[src/rtl/alu_pkg.sv]
// Shared definitions for the sequential ALU: opcode/flag bit positions,
// controller state encoding and small helpers.
package alu_pkg;

    localparam int NUM_OPS = 14;

    localparam int OP_ADD = 0;
    localparam int OP_SUB = 1;
    localparam int OP_INX = 2;
    localparam int OP_DCX = 3;
    localparam int OP_CPX = 4;
    localparam int OP_SHL = 5;
    localparam int OP_SHR = 6;
    localparam int OP_SRA = 7;
    localparam int OP_AND = 8;
    localparam int OP_OR  = 9;
    localparam int OP_XOR = 10;
    localparam int OP_NOT = 11;
    localparam int OP_MUL = 12;
    localparam int OP_DIV = 13;

    localparam logic [NUM_OPS-1:0] OH_ADD = 14'd1 << OP_ADD;
    localparam logic [NUM_OPS-1:0] OH_SUB = 14'd1 << OP_SUB;
    localparam logic [NUM_OPS-1:0] OH_INX = 14'd1 << OP_INX;
    localparam logic [NUM_OPS-1:0] OH_DCX = 14'd1 << OP_DCX;
    localparam logic [NUM_OPS-1:0] OH_CPX = 14'd1 << OP_CPX;
    localparam logic [NUM_OPS-1:0] OH_SHL = 14'd1 << OP_SHL;
    localparam logic [NUM_OPS-1:0] OH_SHR = 14'd1 << OP_SHR;
    localparam logic [NUM_OPS-1:0] OH_SRA = 14'd1 << OP_SRA;
    localparam logic [NUM_OPS-1:0] OH_AND = 14'd1 << OP_AND;
    localparam logic [NUM_OPS-1:0] OH_OR  = 14'd1 << OP_OR;
    localparam logic [NUM_OPS-1:0] OH_XOR = 14'd1 << OP_XOR;
    localparam logic [NUM_OPS-1:0] OH_NOT = 14'd1 << OP_NOT;
    localparam logic [NUM_OPS-1:0] OH_DIV = 14'd1 << OP_DIV;

    localparam int FLAG_ZF = 0;
    localparam int FLAG_SF = 1;
    localparam int FLAG_OF = 2;
    localparam int FLAG_CF = 3;

    typedef enum logic [1:0] {
        ST_IDLE = 2'd0,
        ST_MUL  = 2'd1,
        ST_DIV  = 2'd2
    } state_t;

    function automatic logic is_onehot(input logic [NUM_OPS-1:0] v);
        logic [4:0] cnt;
        cnt = 5'd0;
        for (int i = 0; i < NUM_OPS; i++) begin
            cnt = cnt + {4'd0, v[i]};
        end
        return (cnt == 5'd1);
    endfunction

    function automatic logic [3:0] pack_flags(input logic zf, input logic sf,
                                              input logic of, input logic cf);
        logic [3:0] f;
        f          = 4'd0;
        f[FLAG_ZF] = zf;
        f[FLAG_SF] = sf;
        f[FLAG_OF] = of;
        f[FLAG_CF] = cf;
        return f;
    endfunction

endpackage

[src/rtl/add_sub_w.sv]
// WIDTH-bit adder/subtractor; for subtraction cf is the carry out of
// a + ~b + 1, so cf=1 means no borrow.
module add_sub_w #(
    parameter int WIDTH = 32
) (
    input  logic [WIDTH-1:0] a,
    input  logic [WIDTH-1:0] b,
    input  logic             sub,
    output logic [WIDTH-1:0] sum,
    output logic             cf,
    output logic             of
);

    logic [WIDTH-1:0] b_eff_s;
    logic [WIDTH:0]   full_s;

    // Two's-complement add with carry-in for subtraction, plus overflow detect
    always_comb begin
        b_eff_s = sub ? ~b : b;
        full_s  = {1'b0, a} + {1'b0, b_eff_s} + {{WIDTH{1'b0}}, sub};
        sum     = full_s[WIDTH-1:0];
        cf      = full_s[WIDTH];
        of      = (a[WIDTH-1] == b_eff_s[WIDTH-1]) && (full_s[WIDTH-1] != a[WIDTH-1]);
    end

endmodule

[src/rtl/alu_seq.sv]
// Sequential ALU: single-cycle arithmetic/shift/logic ops, WIDTH-iteration
// shift-add multiply and restoring divide, all results registered.
module alu_seq
    import alu_pkg::*;
#(
    parameter int WIDTH = 32
) (
    input  logic               clk,
    input  logic               rst,
    input  logic               start,
    input  logic [13:0]        op,
    input  logic [WIDTH-1:0]   x,
    input  logic [WIDTH-1:0]   y,
    output logic [WIDTH-1:0]   z,
    output logic [WIDTH-1:0]   z_hi,
    output logic [3:0]         flags,
    output logic               busy,
    output logic               done,
    output logic               err
);

    localparam int SH_W  = $clog2(WIDTH);
    localparam int CNT_W = SH_W + 1;
    localparam logic [WIDTH-1:0] ONE = {{(WIDTH-1){1'b0}}, 1'b1};

    state_t             state_r;
    logic [CNT_W-1:0]   cnt_r;
    logic [WIDTH-1:0]   acc_r;
    logic [WIDTH-1:0]   b_r;
    logic [WIDTH-1:0]   m_r;

    logic [WIDTH-1:0]   as_b_s;
    logic               as_sub_s;
    logic [WIDTH-1:0]   as_sum_s;
    logic               as_cf_s;
    logic               as_of_s;

    logic               op_ok_s;
    logic [SH_W-1:0]    sh_s;
    logic [WIDTH-1:0]   res_z_s;
    logic [WIDTH-1:0]   res_hi_s;
    logic               res_of_s;
    logic               res_cf_s;
    logic               res_sf_en_s;
    logic               res_err_s;
    logic [3:0]         res_flags_s;

    logic [WIDTH:0]     mul_sum_s;
    logic [WIDTH-1:0]   mul_hi_nx_s;
    logic [WIDTH-1:0]   mul_lo_nx_s;
    logic [WIDTH:0]     div_shift_s;
    logic [WIDTH:0]     div_trial_s;
    logic [WIDTH-1:0]   div_rem_nx_s;
    logic [WIDTH-1:0]   div_q_nx_s;
    logic               last_s;

    add_sub_w #(.WIDTH(WIDTH)) u_add_sub (
        .a   (x),
        .b   (as_b_s),
        .sub (as_sub_s),
        .sum (as_sum_s),
        .cf  (as_cf_s),
        .of  (as_of_s)
    );

    // Adder operand selection: INX/DCX reuse the adder with a constant one
    always_comb begin
        as_b_s   = y;
        as_sub_s = 1'b0;
        if (op == OH_SUB) begin
            as_sub_s = 1'b1;
        end else if (op == OH_INX) begin
            as_b_s = ONE;
        end else if (op == OH_DCX) begin
            as_b_s   = ONE;
            as_sub_s = 1'b1;
        end else begin
            as_sub_s = 1'b0;
        end
    end

    // Single-cycle result, including divide-by-zero and illegal-opcode results
    always_comb begin
        op_ok_s     = is_onehot(op);
        sh_s        = y[SH_W-1:0];
        res_z_s     = '0;
        res_hi_s    = '0;
        res_of_s    = 1'b0;
        res_cf_s    = 1'b0;
        res_sf_en_s = 1'b0;
        res_err_s   = 1'b0;
        if (!op_ok_s) begin
            res_err_s = 1'b1;
        end else begin
            case (op)
                OH_ADD, OH_SUB, OH_INX, OH_DCX: begin
                    res_z_s     = as_sum_s;
                    res_of_s    = as_of_s;
                    res_cf_s    = as_cf_s;
                    res_sf_en_s = 1'b1;
                end
                OH_CPX: begin
                    res_z_s     = x;
                    res_sf_en_s = 1'b1;
                end
                OH_SHL: begin
                    res_z_s     = x << sh_s;
                    res_sf_en_s = 1'b1;
                end
                OH_SHR: begin
                    res_z_s     = x >> sh_s;
                    res_sf_en_s = 1'b1;
                end
                OH_SRA: begin
                    res_z_s     = $signed(x) >>> sh_s;
                    res_sf_en_s = 1'b1;
                end
                OH_AND: res_z_s = x & y;
                OH_OR:  res_z_s = x | y;
                OH_XOR: res_z_s = x ^ y;
                OH_NOT: res_z_s = ~x;
                OH_DIV: begin
                    // only reached here as a single-cycle op when y == 0
                    res_z_s   = '1;
                    res_hi_s  = x;
                    res_err_s = 1'b1;
                end
                default: res_z_s = '0;
            endcase
        end
        res_flags_s = pack_flags((res_z_s == '0), res_sf_en_s & res_z_s[WIDTH-1],
                                 res_of_s, res_cf_s);
    end

    // One multiply step (shift-add) and one divide step (restoring)
    always_comb begin
        mul_sum_s   = {1'b0, acc_r} + ({1'b0, m_r} & {(WIDTH+1){b_r[0]}});
        mul_hi_nx_s = mul_sum_s[WIDTH:1];
        mul_lo_nx_s = {mul_sum_s[0], b_r[WIDTH-1:1]};
        div_shift_s = {acc_r, b_r[WIDTH-1]};
        div_trial_s = div_shift_s - {1'b0, m_r};
        if (div_trial_s[WIDTH]) begin
            div_rem_nx_s = div_shift_s[WIDTH-1:0];
            div_q_nx_s   = {b_r[WIDTH-2:0], 1'b0};
        end else begin
            div_rem_nx_s = div_trial_s[WIDTH-1:0];
            div_q_nx_s   = {b_r[WIDTH-2:0], 1'b1};
        end
        last_s = (cnt_r == CNT_W'(WIDTH - 1));
    end

    // Controller FSM with registered outputs
    always_ff @(posedge clk) begin
        if (rst) begin
            state_r <= ST_IDLE;
            cnt_r   <= '0;
            acc_r   <= '0;
            b_r     <= '0;
            m_r     <= '0;
            z       <= '0;
            z_hi    <= '0;
            flags   <= 4'd0;
            busy    <= 1'b0;
            done    <= 1'b0;
            err     <= 1'b0;
        end else begin
            done <= 1'b0;
            case (state_r)
                ST_IDLE: begin
                    if (start) begin
                        if (op_ok_s && op[OP_MUL]) begin
                            state_r <= ST_MUL;
                            busy    <= 1'b1;
                            cnt_r   <= '0;
                            acc_r   <= '0;
                            b_r     <= y;
                            m_r     <= x;
                        end else if (op_ok_s && op[OP_DIV] && (y != '0)) begin
                            state_r <= ST_DIV;
                            busy    <= 1'b1;
                            cnt_r   <= '0;
                            acc_r   <= '0;
                            b_r     <= x;
                            m_r     <= y;
                        end else begin
                            done  <= 1'b1;
                            z     <= res_z_s;
                            z_hi  <= res_hi_s;
                            flags <= res_flags_s;
                            err   <= res_err_s;
                        end
                    end
                end
                ST_MUL: begin
                    acc_r <= mul_hi_nx_s;
                    b_r   <= mul_lo_nx_s;
                    cnt_r <= cnt_r + CNT_W'(1);
                    if (last_s) begin
                        state_r <= ST_IDLE;
                        busy    <= 1'b0;
                        done    <= 1'b1;
                        z       <= mul_lo_nx_s;
                        z_hi    <= mul_hi_nx_s;
                        flags   <= pack_flags((mul_lo_nx_s == '0), mul_lo_nx_s[WIDTH-1],
                                              (mul_hi_nx_s != '0), (mul_hi_nx_s != '0));
                        err     <= 1'b0;
                    end
                end
                ST_DIV: begin
                    acc_r <= div_rem_nx_s;
                    b_r   <= div_q_nx_s;
                    cnt_r <= cnt_r + CNT_W'(1);
                    if (last_s) begin
                        state_r <= ST_IDLE;
                        busy    <= 1'b0;
                        done    <= 1'b1;
                        z       <= div_q_nx_s;
                        z_hi    <= div_rem_nx_s;
                        flags   <= pack_flags((div_q_nx_s == '0), div_q_nx_s[WIDTH-1],
                                              1'b0, 1'b0);
                        err     <= 1'b0;
                    end
                end
                default: begin
                    state_r <= ST_IDLE;
                    busy    <= 1'b0;
                end
            endcase
        end
    end

endmodule

[config.mk]
export PLATFORM = sky130hd
export DESIGN_NAME = alu_seq
export DESIGN_NICKNAME = d
export VERILOG_FILES = /design/src/rtl/alu_pkg.sv /design/src/rtl/add_sub_w.sv /design/src/rtl/alu_seq.sv
export SDC_FILE = /design/constraint.sdc
export NUM_CORES = 1
export LEC_CHECK = 0
export CAP_MARGIN = 40
export CORE_MARGIN = 2
export CORE_UTILIZATION = 50
export DETAILED_ROUTE_END_ITERATION = 10
export PLACE_DENSITY = 0.8
export RECOVER_POWER = 50
export SLEW_MARGIN = 20
export SYNTH_ARGS = -nofsm -noshare
export SYNTH_HDL_FRONTEND = slang
export SYNTH_SLANG_ARGS = --single-unit
[constraint.sdc]
create_clock -name clk -period 6.56 [get_ports clk]
set_clock_uncertainty 0.15 [all_clocks]
set_input_delay 1.312 -clock clk [delete_from_list [all_inputs] [get_ports clk]]
set_output_delay 1.312 -clock clk [all_outputs]
set_load 0.02 [all_outputs]
==> impl_metrics.toml <==
[run_status]
status = "finished clean"

[critical_path]
critPathBufInv = 6
crit_top_cell = "fa_1"
cp-start-kind = "primary input"
path_delay_family = "adder cells"
crit_path_max_incr_delay_ns = 0.58
arrival_ns = 6.61
worstSetupEndpointType = "register"
crit_fanout = 4
path_cells = "dlygate4sd2_1, fa_1, fa_1, fa_1, inv_1, fa_1, inv_1, ha_2, fa_2, nor3b_2, buf_4, nand2_1, buf_4, o311a_4, o21a_4, nand4_1, nor4bb_1, nand4_1, nor2_1, nor4bb_2, buf_4, a31oi_1"
worstSetupPathType = "primary input to register"
slowest_stage = "fa_1"
cp_data_required_time_ns = 6.77

[final_layout]
finalNonFillerCells = 3921
regArea_sq_um = 3500
final_cell_area_sq_um = 27300
fillers = 4067
final_common_cell = "nor2_1"
drive_above_1_share_pct = 16.2
area_growth_pct = 22.4
final_cell_mix = "383 x nor2_1, 332 x buf_4, 288 x a21oi_1"
final_nets = 3589
fin_util_pct = 61.8
multiInputGateArea_sq_um = 17400

[route]
dr_wl_met2_mm = 49.2
wl_met1_mm = 42.3
num_vias = 28200
wl_per_cell_um = 30.0
finalWirelength_mm = 118
firstDrtPassIters = 7
wl_met3_mm = 15.5
drc_errors = 0
viasPerCell = 7.18
highest_layer = "met5"
drt_iter0_markers = 4474
ant_nets = 0

[logic_synthesis]
async_reset_ff_share_pct = 0
synth_cell_type_count = 99
synth_ff_type = "dfxtp_1"
synth_area_sq_um = 22300
synth_edf_count = 0
synth_nets = 3303
seq_area_frac_synth_pct = 15.7
ys_ff_latch = 175
ys_warn_count = 0
avgSynthCellArea_sq_um = 7.35
postSynthCellCount = 3030

[power]
swShare_pct = 50.7
p_int_w = 0.00436
clkPwrFrac_pct = 11.8
leakagePower_nw = 11.3
powerDensity_nw_per_um2 = 324
pwr-share-seq_pct = 17.3
peakVddDrop_v = 0.000667
power_frac_comb_pct = 70.9
p_sw_w = 0.00448

[place]
port_buffers = 151
dp_hpwl_mm = 91.2
place_congestion = 1.12
placed_cells = 3881
dpl-instance-area_sq_um = 26400

[floorplan]
start_util_pct = 50.5
die-height_um = 215
dieArea_sq_um = 46200
rows = 77
ios = 152
die_x_um = 215
core_sq_um = 44100

[timing]
worst-slew-pin-transition_ns = 0.937
hold_viol = 0
fin_tns_setup_ns = 0
hold_slack_ns = 0.341
period_minus_slack_ns = 6.41
slew_headroom_pct = 35.9
max_freq_mhz = 156
finalCritPeriodShare_pct = 97.6
slew_viol_final = 0
grt_setup_unrepaired = "no"
finalSetupViolCount = 0

[clocking]
clk_pin_slew_ns = 0.08
cts_root_buf = "clkbuf_16"
cts_tree = "done"
cts.htree.levels = 4
clk-insertion-delay-late_ns = 0.48
cts_max_path_buffers = 2
clock_sinks = 175
cts_buffers = 17

[global_route]
grt_max_degree = 73
gr-total-overflow = 0
grt_pass1_vias = 26400
grtUsageTotal_pct = 48.9
antenna_found_initial = 5
grt_pass1_wl_mm = 170

[worst_hold_path]
hold_class = "register to register"

[flow_run]
cap_violations = 0
[power groups by stage]
stage	clock network [W]	registers, W	logic, W
3_5_place_dp	0	0.00154	0.00601
4_1_cts	0.00103	0.00152	0.00606
2_1_floorplan	0	0.00162	0.00374
3_3_place_gp	0	0.00153	0.00585
5_1_grt	0.00108	0.00155	0.00662
6_report	0.00104	0.00153	0.00627
[synthesized netlist by cell type (27+ instances only)]
library cell  number  share of area [%]
mux4_2            60                6.1
xnor2_1           42                1.7
a22oi_1           56                1.9
a31oi_1           51                1.4
nand2_1          214                3.6
mux2i_1           82                3.7
a21o_1            53                1.8
nor4_1            45                1.3
dfxtp_1          175                 16
a21oi_1          289                6.5
nand3_1           58                1.3
nand4_1           36                1.0
clkbuf_1         182                3.1
xor2_1            27                1.1
nor2_1           384                6.5
buf_1             30               0.51
o21ai_0          163                3.7
nor3_1            65                1.5
inv_1            141                2.4
buf_2             28               0.63
a211oi_1          88                3.0
o211ai_1          62                2.1
ha_1             180                 10
[final cells by class]
cell class,instances,share of cell area (%)
diodes,1,0.00918
inverters,146,2.01
repair buffers,515,16.4
clock buffers,18,1.57
flip-flops and latches,175,12.9
multi-input cells,2461,63.9
well taps,592,2.72
clock inverters,13,0.555
[timing repair]
action,4_1_cts,5_1_grt
buffers inserted,0,4
resized for setup,7,32
hold buffers,0,0
endpoints found under the setup margin,18,102
pin swaps,5,12
gates cloned,0,2
[flip-flops by register name, summed over array words and instances, names as in the netlist, 2 cells and up]
signal / cells
z_hi: 32
cnt_r: 6
b_r: 32
acc_r: 32
flags: 4
state_r: 2
m_r: 32
z: 32
[stage by stage]
step / worst slack (ns) / power [W]
final: 0.154 / 0.00884
after global routing: 0.000727 / 0.00925
after CTS: 0.0123 / 0.00861
after detailed placement: -0.562 / 0.00756
after global placement: -0.566 / 0.00739
after floorplan: 0.383 / 0.00535
[cell families after synthesis]
family	after synthesis	synth area share (%)
AOI/OAI and AO/OA	1059	31.8
xor gates and xnor gates	69	2.71
adders and majority gates	192	11.2
buffers and inverters	394	6.98
DFF	175	15.7
muxes	165	10.9
and+or+nand+nor	976	20.7
[worst min-delay path, stage by stage (launching register included)]
cell,delay (ns)
dfxtp_1,0.31
nor2_1,0.09
nor3_1,0.05
[metal layers]
layer	vias up	global-route usage, %
met3	592	13.2
li1	12000	-
met2	2398	73.6
met4	2	36.0
met5	-	0
met1	13200	60.0
[worst paths after layout]
path                                  to    start  cells after the start  slack, ns
worst max register to register  acc_r[9]  b_r[31]                     18       1.29
worst min-delay path               z[17]    z[17]                      2       0.34
worst min register to register     z[17]    z[17]                      2       0.34
worst max-delay path            flags[3]    op[9]                     22       0.15
(Power assumes the default switching activity.)
